--- config.mk ---
export PLATFORM = sky130hd
export DESIGN_NAME = lsu_wbp
export DESIGN_NICKNAME = d
export VERILOG_FILES = /design/src/rtl/lsu_pkg.sv /design/src/rtl/lsu_lane.sv /design/src/rtl/lsu_wbp.sv
export SDC_FILE = /design/constraint.sdc
export NUM_CORES = 1
export LEC_CHECK = 0
export ABC_CLOCK_PERIOD_IN_PS = 11900
export CAP_MARGIN = 20
export CORE_UTILIZATION = 40
export DETAILED_ROUTE_END_ITERATION = 16
export PLACE_DENSITY = 0.65
export SLEW_MARGIN = 20
export SYNTH_ARGS = -nofsm -noshare
export SYNTH_HDL_FRONTEND = slang
export SYNTH_SLANG_ARGS = --single-unit
--- constraint.sdc ---
create_clock -name clk_i -period 11.9 [get_ports clk_i]
set_clock_uncertainty 0.05 [all_clocks]
set_input_delay 2.38 -clock clk_i [delete_from_list [all_inputs] [get_ports clk_i]]
set_output_delay 2.38 -clock clk_i [all_outputs]
set_load 0.005 [all_outputs]
--- src/rtl/lsu_pkg.sv ---
// Shared definitions for the load/store unit: writeback codes, size decode, FSM states.
package lsu_pkg;

    // Writeback / access size codes on xrs_rwe.
    localparam logic [2:0] XRWE_NONE = 3'd0;
    localparam logic [2:0] XRWE_S8   = 3'd1;
    localparam logic [2:0] XRWE_S16  = 3'd2;
    localparam logic [2:0] XRWE_S32  = 3'd3;
    localparam logic [2:0] XRWE_D64  = 3'd4;
    localparam logic [2:0] XRWE_U8   = 3'd5;
    localparam logic [2:0] XRWE_U16  = 3'd6;
    localparam logic [2:0] XRWE_U32  = 3'd7;

    typedef enum logic [1:0] {
        StIdle,
        StIssue,
        StWait,
        StDone
    } lsu_state_e;

    // Access size in bytes for a code; 0 for XRWE_NONE.
    function automatic logic [3:0] xrwe_size(input logic [2:0] code);
        logic [3:0] sz;
        sz = 4'd0;
        case (code)
            XRWE_S8,  XRWE_U8:  sz = 4'd1;
            XRWE_S16, XRWE_U16: sz = 4'd2;
            XRWE_S32, XRWE_U32: sz = 4'd4;
            XRWE_D64:           sz = 4'd8;
            default:            sz = 4'd0;
        endcase
        return sz;
    endfunction

endpackage

--- src/rtl/lsu_lane.sv ---
// Byte-lane helper: lane select and store replication for the bus side,
// lane extract plus sign/zero extension for the writeback side.
module lsu_lane
    import lsu_pkg::*;
#(
    parameter int unsigned DATA_W = 16
) (
    input  logic [3:0]          w_size_i,
    input  logic [2:0]          w_off_i,
    input  logic [63:0]         w_src_i,
    output logic [DATA_W/8-1:0] sel_o,
    output logic [DATA_W-1:0]   wdat_o,
    input  logic [2:0]          r_code_i,
    input  logic [2:0]          r_off_i,
    input  logic [63:0]         r_dat_i,
    output logic [63:0]         r_dat_o
);

    localparam int unsigned SEL_W = DATA_W / 8;

    logic [63:0] r_sh;

    // Lanes off..off+size-1 are enabled; store bytes repeat every `size` lanes.
    always_comb begin
        sel_o  = '0;
        wdat_o = '0;
        for (int j = 0; j < SEL_W; j++) begin
            sel_o[j] = (j >= int'(w_off_i)) && (j < int'(w_off_i) + int'(w_size_i));
            wdat_o[j*8 +: 8] = w_src_i[(j & (int'(w_size_i) - 1))*8 +: 8];
        end
    end

    // Shift the addressed lanes down to bit 0, then extend to 64 bits.
    always_comb begin
        r_sh    = r_dat_i >> {r_off_i, 3'b000};
        r_dat_o = r_sh;
        unique case (r_code_i)
            XRWE_S8:  r_dat_o = {{56{r_sh[7]}}, r_sh[7:0]};
            XRWE_S16: r_dat_o = {{48{r_sh[15]}}, r_sh[15:0]};
            XRWE_S32: r_dat_o = {{32{r_sh[31]}}, r_sh[31:0]};
            XRWE_U8:  r_dat_o = {56'd0, r_sh[7:0]};
            XRWE_U16: r_dat_o = {48'd0, r_sh[15:0]};
            XRWE_U32: r_dat_o = {32'd0, r_sh[31:0]};
            default:  r_dat_o = r_sh;
        endcase
    end

endmodule

--- src/rtl/lsu_wbp.sv ---
// Load/store unit: splits a 64-bit access into pipelined Wishbone beats and
// returns load/ALU results to the register-file writeback.
module lsu_wbp
    import lsu_pkg::*;
#(
    parameter int unsigned DATA_W = 16,
    parameter int unsigned ADDR_W = 64
) (
    input  logic                  clk_i,
    input  logic                  reset_i,
    input  logic [63:0]           addr_i,
    input  logic [63:0]           dat_i,
    input  logic                  we_i,
    input  logic                  nomem_i,
    input  logic                  mem_i,
    input  logic [2:0]            xrs_rwe_i,
    input  logic [4:0]            xrs_rd_i,
    output logic                  busy_o,
    output logic [2:0]            rwe_o,
    output logic [63:0]           dat_o,
    output logic [4:0]            rd_o,
    output logic                  misalign_o,
    output logic                  wbmcyc_o,
    output logic                  wbmstb_o,
    output logic                  wbmwe_o,
    output logic [ADDR_W-1:0]     wbmadr_o,
    output logic [DATA_W/8-1:0]   wbmsel_o,
    output logic [DATA_W-1:0]     wbmdat_o,
    input  logic                  wbmack_i,
    input  logic                  wbmstall_i,
    input  logic [DATA_W-1:0]     wbmdat_i
);

    localparam int unsigned SEL_W = DATA_W / 8;
    localparam int unsigned LSB   = $clog2(SEL_W);
    localparam logic [3:0] SEL_B  = 4'(SEL_W);
    localparam logic [ADDR_W-1:0] ADR_STEP = ADDR_W'(SEL_W);

    lsu_state_e          state_q;
    logic                cyc_q, stb_q, we_q, misalign_q;
    logic [ADDR_W-1:0]   adr_q;
    logic [SEL_W-1:0]    sel_q;
    logic [DATA_W-1:0]   wdat_q;
    logic [63:0]         store_q, asm_q, dat_q;
    logic [3:0]          bcnt_q, acnt_q, nb_q, size_q;
    logic [2:0]          code_q, off_q, rwe_q;
    logic [4:0]          rdh_q, rd_q;

    logic                busy, accept, op_mem, op_nomem, start, in_misalign;
    logic                beat_go, last_beat, ack_ok;
    logic [3:0]          in_size, size_mask, in_nb, acnt_d, w_size;
    logic [2:0]          in_off;
    logic [63:0]         asm_d, store_nx, w_src, lane_rdat;
    logic [ADDR_W-1:0]   adr_start;
    logic [SEL_W-1:0]    lane_sel;
    logic [DATA_W-1:0]   lane_wdat;

    // Decode the incoming op and the per-cycle beat/ack events.
    always_comb begin
        busy        = (state_q == StIssue) || (state_q == StWait);
        accept      = !busy;
        in_size     = xrwe_size(xrs_rwe_i);
        size_mask   = in_size - 4'd1;
        in_misalign = ({1'b0, addr_i[2:0]} & size_mask) != 4'd0;
        in_nb       = (in_size > SEL_B) ? (in_size >> LSB) : 4'd1;
        in_off      = '0;
        in_off[LSB-1:0] = addr_i[LSB-1:0];
        adr_start   = addr_i[ADDR_W-1:0] & ~(ADR_STEP - 1'b1);
        // A memory op takes priority over nomem; code 0 with mem_i is a no-op.
        op_mem      = accept && mem_i && (xrs_rwe_i != XRWE_NONE);
        op_nomem    = accept && !mem_i && nomem_i;
        start       = op_mem && !in_misalign;

        beat_go     = (state_q == StIssue) && !wbmstall_i;
        last_beat   = (bcnt_q + 4'd1) == nb_q;
        ack_ok      = busy && wbmack_i && (acnt_q != nb_q);
        acnt_d      = ack_ok ? acnt_q + 4'd1 : acnt_q;

        asm_d = asm_q;
        if (ack_ok) begin
            for (int k = 0; k < 64 / DATA_W; k++) begin
                if (acnt_q == 4'(k)) asm_d[k*DATA_W +: DATA_W] = wbmdat_i;
            end
        end

        store_nx = store_q >> DATA_W;
        w_size   = start ? in_size : size_q;
        w_src    = start ? dat_i : store_nx;
    end

    lsu_lane #(
        .DATA_W (DATA_W)
    ) u_lane (
        .w_size_i (w_size),
        .w_off_i  (in_off),
        .w_src_i  (w_src),
        .sel_o    (lane_sel),
        .wdat_o   (lane_wdat),
        .r_code_i (code_q),
        .r_off_i  (off_q),
        .r_dat_i  (asm_d),
        .r_dat_o  (lane_rdat)
    );

    // FSM, beat/ack counters, bus outputs and writeback registers.
    always_ff @(posedge clk_i or posedge reset_i) begin
        if (reset_i) begin
            state_q    <= StIdle;
            cyc_q      <= 1'b0;
            stb_q      <= 1'b0;
            we_q       <= 1'b0;
            misalign_q <= 1'b0;
            adr_q      <= '0;
            sel_q      <= '0;
            wdat_q     <= '0;
            store_q    <= '0;
            asm_q      <= '0;
            dat_q      <= '0;
            bcnt_q     <= '0;
            acnt_q     <= '0;
            nb_q       <= '0;
            size_q     <= '0;
            code_q     <= '0;
            off_q      <= '0;
            rwe_q      <= '0;
            rdh_q      <= '0;
            rd_q       <= '0;
        end else begin
            misalign_q <= op_mem && in_misalign;
            rwe_q      <= XRWE_NONE;
            if (op_nomem) begin
                rwe_q <= xrs_rwe_i;
                dat_q <= addr_i;
                rd_q  <= xrs_rd_i;
            end

            if (start) begin
                acnt_q <= '0;
                asm_q  <= '0;
            end else begin
                acnt_q <= acnt_d;
                asm_q  <= asm_d;
            end

            unique case (state_q)
                StIdle, StDone: begin
                    state_q <= StIdle;
                    if (start) begin
                        state_q <= StIssue;
                        cyc_q   <= 1'b1;
                        stb_q   <= 1'b1;
                        we_q    <= we_i;
                        adr_q   <= adr_start;
                        sel_q   <= lane_sel;
                        wdat_q  <= lane_wdat;
                        store_q <= dat_i;
                        bcnt_q  <= '0;
                        nb_q    <= in_nb;
                        size_q  <= in_size;
                        code_q  <= xrs_rwe_i;
                        off_q   <= in_off;
                        rdh_q   <= xrs_rd_i;
                    end
                end
                StIssue: begin
                    if (beat_go) begin
                        if (last_beat) begin
                            stb_q   <= 1'b0;
                            state_q <= StWait;
                        end else begin
                            bcnt_q  <= bcnt_q + 4'd1;
                            adr_q   <= adr_q + ADR_STEP;
                            store_q <= store_nx;
                            wdat_q  <= lane_wdat;
                        end
                    end
                end
                StWait: begin
                    if (acnt_d == nb_q) begin
                        cyc_q   <= 1'b0;
                        state_q <= StDone;
                        if (!we_q) begin
                            rwe_q <= code_q;
                            rd_q  <= rdh_q;
                            dat_q <= lane_rdat;
                        end
                    end
                end
                default: state_q <= StIdle;
            endcase
        end
    end

    assign busy_o     = busy;
    assign rwe_o      = rwe_q;
    assign dat_o      = dat_q;
    assign rd_o       = rd_q;
    assign misalign_o = misalign_q;
    assign wbmcyc_o   = cyc_q;
    assign wbmstb_o   = stb_q;
    assign wbmwe_o    = we_q;
    assign wbmadr_o   = adr_q;
    assign wbmsel_o   = sel_q;
    assign wbmdat_o   = wdat_q;

endmodule

-- Word level (Yosys, flattened, before mapping)
Index checks and enable logic that the tools add are counted.
Widths: inputs -> output; s select.
- register bits: 313
- bits in latches: 0
- RAM bits: 0
- bits in read-only memories: 0
- word-level logic and storage cells: 144
- memories kept: 0
- $add $sub $neg: 6
- multipliers: 0
- div/mod/pow operators: 0
- $lt $le $gt $ge: 5
- equal/unequal tests: 27
- shift-type cells: 2
- muxes and demuxes: 52
- bitwise gates (word level): 1
- reduce and logical (&&, ||, !) cells: 31
- operators by type and width (cell ; count):
    $mux 64 ; 13
    $pmux 64 s6 ; 1
    $pmux 64 s2 ; 2
    $mux 16 ; 7
    $add 64x2->64 const B ; 1
    $shiftx 64x5->8 ; 1
    $shr 64x4->64 ; 1
    $lt 1x32->1 const A ; 1
    $lt 2x32->1 const A ; 1
    $pmux 16 s2 ; 1
    $mux 4 ; 6
    $eq 3x3->1 const B ; 7
    $mux 5 ; 4
    $pmux 4 s4 ; 1
    $mux 3 ; 5
    $eq 3x2->1 const B ; 4
    $logic_and 1x1->1 ; 11
    $add 4x1->4 const B ; 2
    $eq 4x2->1 const B ; 2
    $eq 4x4->1 ; 2
    $ne 2x2->1 const B ; 4
    $pmux 4 s2 ; 1
    $reduce_and 4->1 ; 2
    $reduce_or 2->1 ; 4
    other kinds (25) ; 40

-- Logic depth before layout (Yosys ltp)
Gate-level depths: netlist of the first run.
- depth after elaboration: 14
- depth in mapped cells: 19
- depth with buffers taken out: 14

-- Hierarchy
A second synthesis of the first run with hierarchy kept.
- cells, all modules: 1895
- area, all modules: 18535.3 um^2
- by module, submodules not included (module ; instances ; cells each ; area an instance (um^2) ; sequential area each (um^2)):
    lsu_wbp ; 1 ; 1589 ; 15854.0 ; 7382.1
    lsu_lane ; 1 ; 306 ; 2681.3 ; 0.0

-- Worst setup path after synthesis of the first run
No wires, ideal clock.
- path type: input-to-reg
- from: in xrs_rwe_i[0]
- to: reg sel_q[0], in the netlist wbmsel_o[0]
- arrival: 5775 ps
- required time: 11786 ps
- setup slack: 6010 ps
- cell stages on the path: 19
- buffers on the path: 6
- cells stage by stage: clkbuf_1 -> nor2b_1 -> clkbuf_1 -> inv_1 -> clkbuf_1 -> ha_1 -> nor2b_1 -> o21ai_0 -> a211o_1 -> clkbuf_1 -> clkbuf_1 -> clkbuf_1 -> o21ai_0 -> ha_1 -> ha_1 -> xnor2_1 -> nor2_1 -> a211oi_1 -> a21o_1
- cells in the longest elaborated chain, start to end: 12
- elaborated cells between the ends (all ways): 23
- those cells by class: add/sub (2); order compare (1); eq/ne (7); mux (2); bitwise (1); reduce/logical (10)
- ends and longest elaborated chain (what ; RTL line ; source):
    start, declared ; lsu_wbp.sv:16 ; input logic [2:0] xrs_rwe_i,
    $eq 3x2->1 (tied with other cells) ; lsu_pkg.sv:25 ; case (code)
    $reduce_or 2->1 ; lsu_pkg.sv:25 ;
    $pmux 4 s4 ; lsu_pkg.sv:25 ;
    $sub 4x1->4 ; lsu_wbp.sv:63 ; size_mask = in_size - 4'd1;
    $and 3x4->4 ; lsu_wbp.sv:64 ; in_misalign = ({1'b0, addr_i[2:0]} & size_mask) != 4'd0;
    $reduce_bool 4->1 ; lsu_wbp.sv:64 ;
    $logic_not 1->1 ; lsu_wbp.sv:72 ; start = op_mem && !in_misalign;
    $logic_and 1x1->1 ; lsu_wbp.sv:72 ;
    $mux 4 * ; -- ;
    net u_lane.w_size_i[0] ; lsu_lane.sv:8 ; input logic [3:0] w_size_i,
    $add 1x4->5 * ; lsu_lane.sv:28 ; sel_o[j] = (j >= int'(w_off_i)) && (j < int'(w_off_i) + int'(w_size_i));
    $lt 1x32->1 * ; lsu_lane.sv:28 ;
    $logic_and 1x1->1 * ; lsu_lane.sv:28 ;
    end signal, assigned ; lsu_wbp.sv:154 ; sel_q <= lane_sel;
    end, declared ; lsu_wbp.sv:42 ; logic [SEL_W-1:0] sel_q;
The timed path passes the listed nets; every way through them passes the cells marked *.
A chain may end at the register's enable or synchronous reset.

-- Worst setup path after layout of the first run
- from: in xrs_rwe_i[0]
- to: reg adr_q[63], in the netlist wbmadr_o[63]
- cells in the longest elaborated chain, start to end: 10
- elaborated cells between the ends (all ways): 20
- those cells by class: add/sub (1); eq/ne (8); mux (1); bitwise (1); reduce/logical (9)
- ends and longest elaborated chain (what ; RTL line ; source):
    $eq 3x2->1 (tied with other cells) ; lsu_pkg.sv:25 ;
    $reduce_or 2->1 ; lsu_pkg.sv:25 ;
    $pmux 4 s4 ; lsu_pkg.sv:25 ;
    $sub 4x1->4 ; lsu_wbp.sv:63 ;
    $and 3x4->4 ; lsu_wbp.sv:64 ;
    $reduce_bool 4->1 ; lsu_wbp.sv:64 ;
    $logic_not 1->1 ; lsu_wbp.sv:72 ;
    $logic_and 1x1->1 * ; lsu_wbp.sv:72 ;
    $ne 2x2->1 (no source line) * ; -- ;
    $reduce_and 4->1 (no source line) * ; -- ;
    end signal, assigned ; lsu_wbp.sv:153 ; adr_q <= adr_start;
    end signal, assigned ; lsu_wbp.sv:172 ; adr_q <= adr_q + ADR_STEP;
    end, declared ; lsu_wbp.sv:41 ; logic [ADDR_W-1:0] adr_q;
Every way passes the cells marked *; elsewhere a longest branch is shown, timed or not.

==> results.txt, run 1 <==
Asr flop ratio synth = 1.00
Syn Nets = 1845
Reg2reg end = wbmadr_o[63]$_DFFE_PP0P_
Met3 wire length = 4680 um
Hold Path End = store_q[32]$_DFFE_PP0P_
CP startpoint kind = primary input
Synth top area cells = dfrtp_1 48%, mux2i_1 9.1%, nand2_1 7.6%
Post-Synth XOR/XNOR Area = 0.00628
Clock Sinks = 294
Post-synth cell types = 67
FF-to-FF Start = state_q[0]$_DFFE_PP0P_
Placed cell count = 2407
WHS = 0.431 ns
Core Region = 37700 um^2
Final Cycle Share = 0.573
Number of synthesized flops with an enable pin = 0
Reg2Reg Setup Slack = 7.61 ns
Period minus WS final = 6.82 ns
Post-Synthesis Cells = 1675
Setup crit end kind = register
Number of port buffers = 316
GRT Util Overall = 0.285
CTS Buf Count = 36
First-pass GRT wire length = 85000 um
Post-CTS Resized = 0
Final Hold Fails = 0
Gpl congestion = 0.898
CP startpoint = xrs_rwe_i[0]
CTS tree = yes
Setup CP Type = primary input to register
Final setup fails = 0
Die Area = 39100 um^2
Post-synthesis mux area share = 0.0990
Num rows = 71
RSZ-0062 raised after global routing = false
Area leader, netlist = dfrtp_1
Root Buffer = clkbuf_16
PnR worst setup slack = 5.08 ns
Number of detailed-route iterations in the first pass = 6
Die Height = 198 um
Pre-CTS setup slack = 4.37 ns
Slew Limit Fails = 0
Pwr/cell area = 270 nW/um^2
Gr ovfl total = 0
Drt drc = 0
Placement Cell Area = 18900 um^2
# fillers = 3525
P&R area growth vs syn = 31.4%
Fmax = 147 MHz
Min-delay worst type = register to register
WL per Instance = 22.6 um
Total setup buffers inserted after CTS = 0
Crit Path Max Fanout = 92
Post-Route Setup TNS = 0 ns
Largest net degree at the start of global routing = 134
Synth Flop Type = dfrtp_1
Top layer in use = met5
Max-cap violations = 0
Register bit count reported by yosys = 294
Utilization after layout = 0.535
Final net count = 2104
Initial antenna violation count = 3
Largest family of logic cells by synthesized area = simple AND/OR/NAND/NOR gates
Least-Margin Pin Slew = 1.05 ns
Vias/cell = 5.83
M1 wire length = 24600 um
Starting DRT DRC Count = 1381
Mapped cell area = 15300 um^2
Synth Area in Simple Gates = 0.185
Leak = 8.89 nW
Post-synthesis sequential area ratio = 0.480
Final non-filler cell area = 20200 um^2
Initial core utilization = 0.407
R2R depth = 11
H-tree levels = 2
Layout cells sized above 1 = 0.0633
Synth warn = 0
Routed vias = 14400
Clock transition at path regs = 0.05 ns
Hold path start = store_q[32]$_DFFE_PP0P_
# IOs = 318
Run status = finished, final reports clean
Skew-Pair Late Insertion Delay = 0.53 ns
Post-Layout Cell Count = 2473
Hold Path Depth = 2
Clk buf depth = 3
CP arrival = 7.20 ns
Max-slew headroom = 0.299
Synthesized area per cell = 9.16 um^2
Antenna viol nets, final = 0
Hold_buf cts = 0
Power Total = 5.44 mW
Post-synth top area share = 0.480
Met2 WL = 24500 um
Synth Area in Adders = 0.00897
Synth Area in Compound Gates = 0.183
Placed wire-length estimate = 40300 um
DIE WIDTH = 198 um
Worst VDD drop = 0.000122 V
Worst EP required = 12.28 ns
Number of global-route vias before repair = 13800
Post-Route WL = 56000 um
[cells in the final DEF (no fill, tap or decap), types with 5 or more instances in the layout]
master / netlist / layout
a22o_1: 17 / 17
clkbuf_16: 0 / 37
a211oi_1: 8 / 7
o31ai_1: 7 / 7
o22ai_1: 22 / 21
a32oi_1: 56 / 56
ha_1: 11 / 10
a21o_1: 9 / 9
mux2i_1: 139 / 139
or4_1: 7 / 7
o21ai_0: 111 / 111
inv_1: 27 / 26
o22a_1: 26 / 26
and2_1: 6 / 6
xnor2_1: 7 / 7
mux2_2: 10 / 10
nand3_1: 55 / 54
a21oi_1: 81 / 80
nand2b_1: 5 / 5
buf_4: 1 / 25
a31oi_1: 27 / 27
nor3_1: 21 / 21
clkbuf_1: 90 / 7
o311ai_0: 11 / 11
nand4_1: 24 / 24
nor4_1: 9 / 9
o32ai_1: 10 / 10
a2bb2oi_1: 8 / 8
and4_1: 6 / 6
and3_1: 9 / 9
clkinv_2: 0 / 5
or2_2: 9 / 9
nor2_1: 158 / 156
nand2_1: 310 / 310
dfrtp_1: 294 / 294
clkdlybuf4s50_1: 0 / 316
[Yosys cell counts, drive strengths merged (4+ instances only)]
library cell / count
o22a: 26
nand2b: 5
nor4: 10
nor2: 158
nand4: 24
o311ai: 12
and2: 6
and4: 6
inv: 28
o32ai: 10
a31oi: 27
a21o: 9
nor3: 21
xor2: 4
a211oi: 8
a22o: 17
buf: 30
a32oi: 56
nor2b: 4
and3: 9
dfrtp: 294
o31ai: 7
nand2: 311
a22oi: 4
or4: 7
nand3: 55
mux2: 11
o22ai: 22
a2bb2oi: 8
or2: 10
xnor2: 7
ha: 11
or3: 4
a21oi: 81
mux2i: 139
o21ai: 111
clkbuf: 90
nor3b: 4
[how the worst max path moves through the flow]
stage	to	slack, ns	cells after the start
after floorplan	acnt_q[0]$_DFF_PP0_	1.35	1
after global placement	wbmadr_o[20]$_DFFE_PP0P_	4.56	12
after detailed placement	wbmadr_o[41]$_DFFE_PP0P_	4.37	11
after CTS	wbmadr_o[24]$_DFFE_PP0P_	4.89	11
after global routing	wbmadr_o[63]$_DFFE_PP0P_	4.74	13
final	wbmadr_o[63]$_DFFE_PP0P_	5.08	13
[per-layer routing]
metal | GRT usage | up-vias
li1 | - | 6582
met1 | 0.411 | 7066
met2 | 0.420 | 672
met3 | 0.0516 | 99
met4 | 0.119 | 2
met5 | 0 | -
[cells by family (layout without fill, tap and decap cells)]
| kind of cell | Yosys count | in the layout |
|---|---|---|
| AOI/OAI and AO/OA | 417 | 417 |
| adders and majority gates | 11 | 11 |
| buffers and inverters | 148 | 433 |
| and+or+nand+nor | 643 | 643 |
| xor gates and xnor gates | 11 | 11 |
| muxes | 150 | 150 |
| DFF | 294 | 294 |
| other | 1 | 3 |
[critical path, cell delays in order]
cell and delay [ns]:
clkdlybuf4s50_1 0.66, nor2b_1 0.56, inv_1 0.35, ha_1 0.32
o21ai_0 0.16, nand2b_1 0.15, a211oi_4 0.25, buf_4 0.36
buf_4 0.84, nor2_1 0.45, nor4b_1 0.39, o32ai_1 0.11
a21oi_1 0.18
[cell type report]
| cell class | instances | area [um^2] | share of cell area |
|---|---|---|---|
| antenna | 2 | 5.00 | 0.000248 |
| clock buffer | 47 | 993 | 0.0493 |
| clock inverter | 17 | 214 | 0.0106 |
| inverter | 28 | 113 | 0.00559 |
| multi-input combinational | 1233 | 7480 | 0.371 |
| sequential | 294 | 7360 | 0.365 |
| tap | 511 | 639 | 0.0317 |
| timing repair buffer | 341 | 3350 | 0.166 |
[flip-flops by register name, indices dropped and copies added (netlist names), 2 cells and up]
register  cells
state_q       2
dat_o        64
code_q        3
asm_q        64
acnt_q        4
size_q        3
wbmdat_o     16
wbmsel_o      2
bcnt_q        4
store_q      48
rdh_q         5
nb_q          3
rd_o          5
wbmadr_o     63
rwe_o         3
[where the power goes]
group	switching, mW	leakage [nW]	internal (mW)
logic	1.33	4.65	1.14
registers	0.393	3.65	1.45
clock network	0.444	0.593	0.681
total	2.17	8.89	3.27
(Power assumes the default switching activity.)
==> run 2, diff against run 1 <==
- ABC_CLOCK_PERIOD_IN_PS: 11900 -> 5700
- PLACE_DENSITY: 0.65 -> 0.67
- clock period: 11.9 -> 5.7 ns (I/O delays scaled with it)
==> results.txt, run 2 (synthesis results as in run 1) <==
GRT Util Overall = 0.284 (-0.00122)
Pwr/cell area = 562 nW/um^2 (+110%)
CTS Buf Count = 35 (-2.8%)
Core Region = 37700 um^2 (unchanged)
Crit Path Max Fanout = 18 (-80%)
Crit-path leading delay family = compound AO/OA/AOI/OAI gates
Combinational share of power = 0.457 (+0.003)
FF-to-FF Start = state_q[0]$_DFFE_PP0P_
Post-Layout Cell Count = 2475 (+0.081%)
Most common cell after layout, fill and taps aside = clkdlybuf4s50_1
Most frequent cells in the layout = 316 x clkdlybuf4s50_1, 310 x nand2_1, 294 x dfrtp_1
Total setup buffers inserted after CTS = 0 (unchanged)
Clock transition at path regs = 0.06 ns (about the same)
Gpl congestion = 0.926 (+3.1%)
CP max-delay cell = clkdlybuf4s50_1
Starting DRT DRC Count = 1422 (+3.0%)
Antenna viol nets, final = 0 (unchanged)
Post-Route Setup TNS = 0 ns (unchanged)
CP arrival = 5.20 ns (-2.00 ns)
P&R area growth vs syn = 31.8%
Largest net degree at the start of global routing = 180 (+34%)
DIE WIDTH = 198 um (unchanged)
Leak = 8.92 nW (+0.38%)
Switching Share = 0.400 (+0.00113)
Max-slew headroom = 0.326 (+0.0269)
Slew Limit Fails = 0 (unchanged)
Reg2Reg Setup Slack = 1.89 ns (-5.72 ns)
Least-Margin Pin Slew = 1.01 ns (-0.0378 ns)
First-pass GRT wire length = 84500 um (-0.54%)
Placement Cell Area = 19000 um^2 (+0.28%)
Routed vias = 14400 (-0.014%)
Num rows = 71 (unchanged)
Skew-Pair Late Insertion Delay = 0.53 ns (about the same)
Setup CP Type = primary input to register
# IOs = 318 (unchanged)
Clock Sinks = 294 (unchanged)
Max-cap violations = 0 (unchanged)
Fmax = 209 MHz
Layout cells sized above 1 = 0.0652 (+0.00194)
Slowest Stage Delay on Critical Path = 0.66 ns (-0.18 ns)
Setup crit end kind = register
Final Cycle Share = 0.841
Initial antenna violation count = 6 (+3)
Root Buffer = clkbuf_16
Drt drc = 0 (unchanged)
Power share of the sequential group = 0.339 (about the same)
Run status = finished, final reports clean
Placed wire-length estimate = 40200 um (about the same)
Reg2reg end = dat_o[50]$_DFF_PP0_
CP startpoint kind = primary input
Clk pwr share = 0.203 (-0.004)
Post-CTS Resized = 0 (unchanged)
Die Height = 198 um (unchanged)
Number of global-route vias before repair = 13800 (+0.33%)
Number of detailed-route iterations in the first pass = 7 (+1)
Met2 Track Usage GR = 0.430 (+0.0104)
Final setup fails = 0 (unchanged)
Gr ovfl total = 0 (unchanged)
RSZ-0062 raised after global routing = false
P_sw = 4.54 mW (+110%)
Routing usage on met1 = 0.403 (-0.00820)
Worst Path Buf+Inv = 4 (unchanged)
Number of port buffers = 316 (unchanged)
Cell internal pwr = 6.82 mW (+110%)
Die Area = 39100 um^2 (unchanged)
Vias/cell = 5.83 (about the same)
Final net count = 2107 (+0.14%)
Hold_buf cts = 0 (unchanged)
Clk buf depth = 3 (unchanged)
Met3 Usage GRT = 0.0537 (+0.00204)
Hold path start = store_q[29]$_DFFE_PP0P_
Final Hold Fails = 0 (unchanged)
Worst EP required = 6.11 ns (-6.17 ns)
CTS tree = yes
Placed cell count = 2409 (+0.083%)
H-tree levels = 2 (unchanged)
Initial core utilization = 0.407 (unchanged)
GRT busiest layer = met2
Hold Path Depth = 2 (unchanged)
Final non-filler cell area = 20200 um^2 (+0.28%)
Min-delay worst type = register to register
Period minus WS final = 4.79 ns
R2R depth = 11 (unchanged)
Crit path cell chain = clkdlybuf4s50_1 -> nor2b_1 -> buf_4 -> inv_1 -> ha_1 -> nor2b_1 -> o21ai_0 -> a211o_1 -> buf_4 -> o21ai_0 -> ha_1 -> xnor2_1 -> nor2_1 -> a211oi_1 -> a21o_1
Post-Route WL = 56200 um (+0.34%)
WL per Instance = 22.7 um (+0.26%)
Worst VDD drop = 0.000233 V (+92%)
Hold Path End = store_q[29]$_DFFE_PP0P_
==> run 2: layout make-up <==
class                           instances  area (um^2)
Clock inverter                         11          124
Tap cell                              511          639
Antenna cell                            1         2.50
Sequential cell                       294         7360
Clock buffer                           52         1060
Fill cell                            3439        17500
Timing Repair Buffer                  345         3440
Inverter                               28          109
Multi-Input combinational cell       1233         7480
==> run 2: worst reg2reg max path: cells and delay by family (launching register included) <==
family                     cells  cell delay, ns
DFF                            1            0.43
and+or+nand+nor                3            0.88
muxes                          1            0.20
AOI/OAI and AO/OA              3            1.09
adders and majority gates      1            0.48
buffers and inverters          3            0.59
==> run 2: power by group through the flow <==
stage | clock (mW) | combinational, mW | sequential [mW]
CTS | 2.32 | 5.16 | 3.83
detailed placement | 0 | 5.13 | 3.85
global route | 2.41 | 5.67 | 3.96
finish | 2.31 | 5.19 | 3.85
floorplan | 0 | 3.00 | 3.62
global placement | 0 | 5.02 | 3.83
==> run 2: routing by layer <==
metal	wire (um)	vias up
met5	45	-
met4	2070	6
met3	4590	105
met2	24800	655
met1	24700	7077
li1	-	6576
==> run 2: how the worst max path moves through the flow <==
stage / to / cells past startpoint / start
CTS: wbmsel_o[0]$_DFFE_PP0P_ / 15 / xrs_rwe_i[0]
global route: wbmsel_o[0]$_DFFE_PP0P_ / 15 / xrs_rwe_i[0]
detailed placement: wbmsel_o[0]$_DFFE_PP0P_ / 15 / xrs_rwe_i[0]
finish: wbmsel_o[0]$_DFFE_PP0P_ / 15 / xrs_rwe_i[0]
global placement: wbmsel_o[0]$_DFFE_PP0P_ / 15 / xrs_rwe_i[0]
floorplan: acnt_q[0]$_DFF_PP0_ / 1 / reset_i
==> run 2: stage by stage <==
step / hold slack (ns) / total power [mW] / setup WS [ns] / utilization
2_1_floorplan: 0.389 / 6.62 / 0.607 / -
3_3_place_gp: 0.410 / 8.86 / 0.504 / 0.504
3_5_place_dp: 0.413 / 8.97 / 0.418 / 0.504
4_1_cts: 0.428 / 11.3 / 0.916 / 0.535
5_1_grt: 0.443 / 12.0 / 0.571 / 0.537
6_report: 0.423 / 11.4 / 0.907 / 0.537
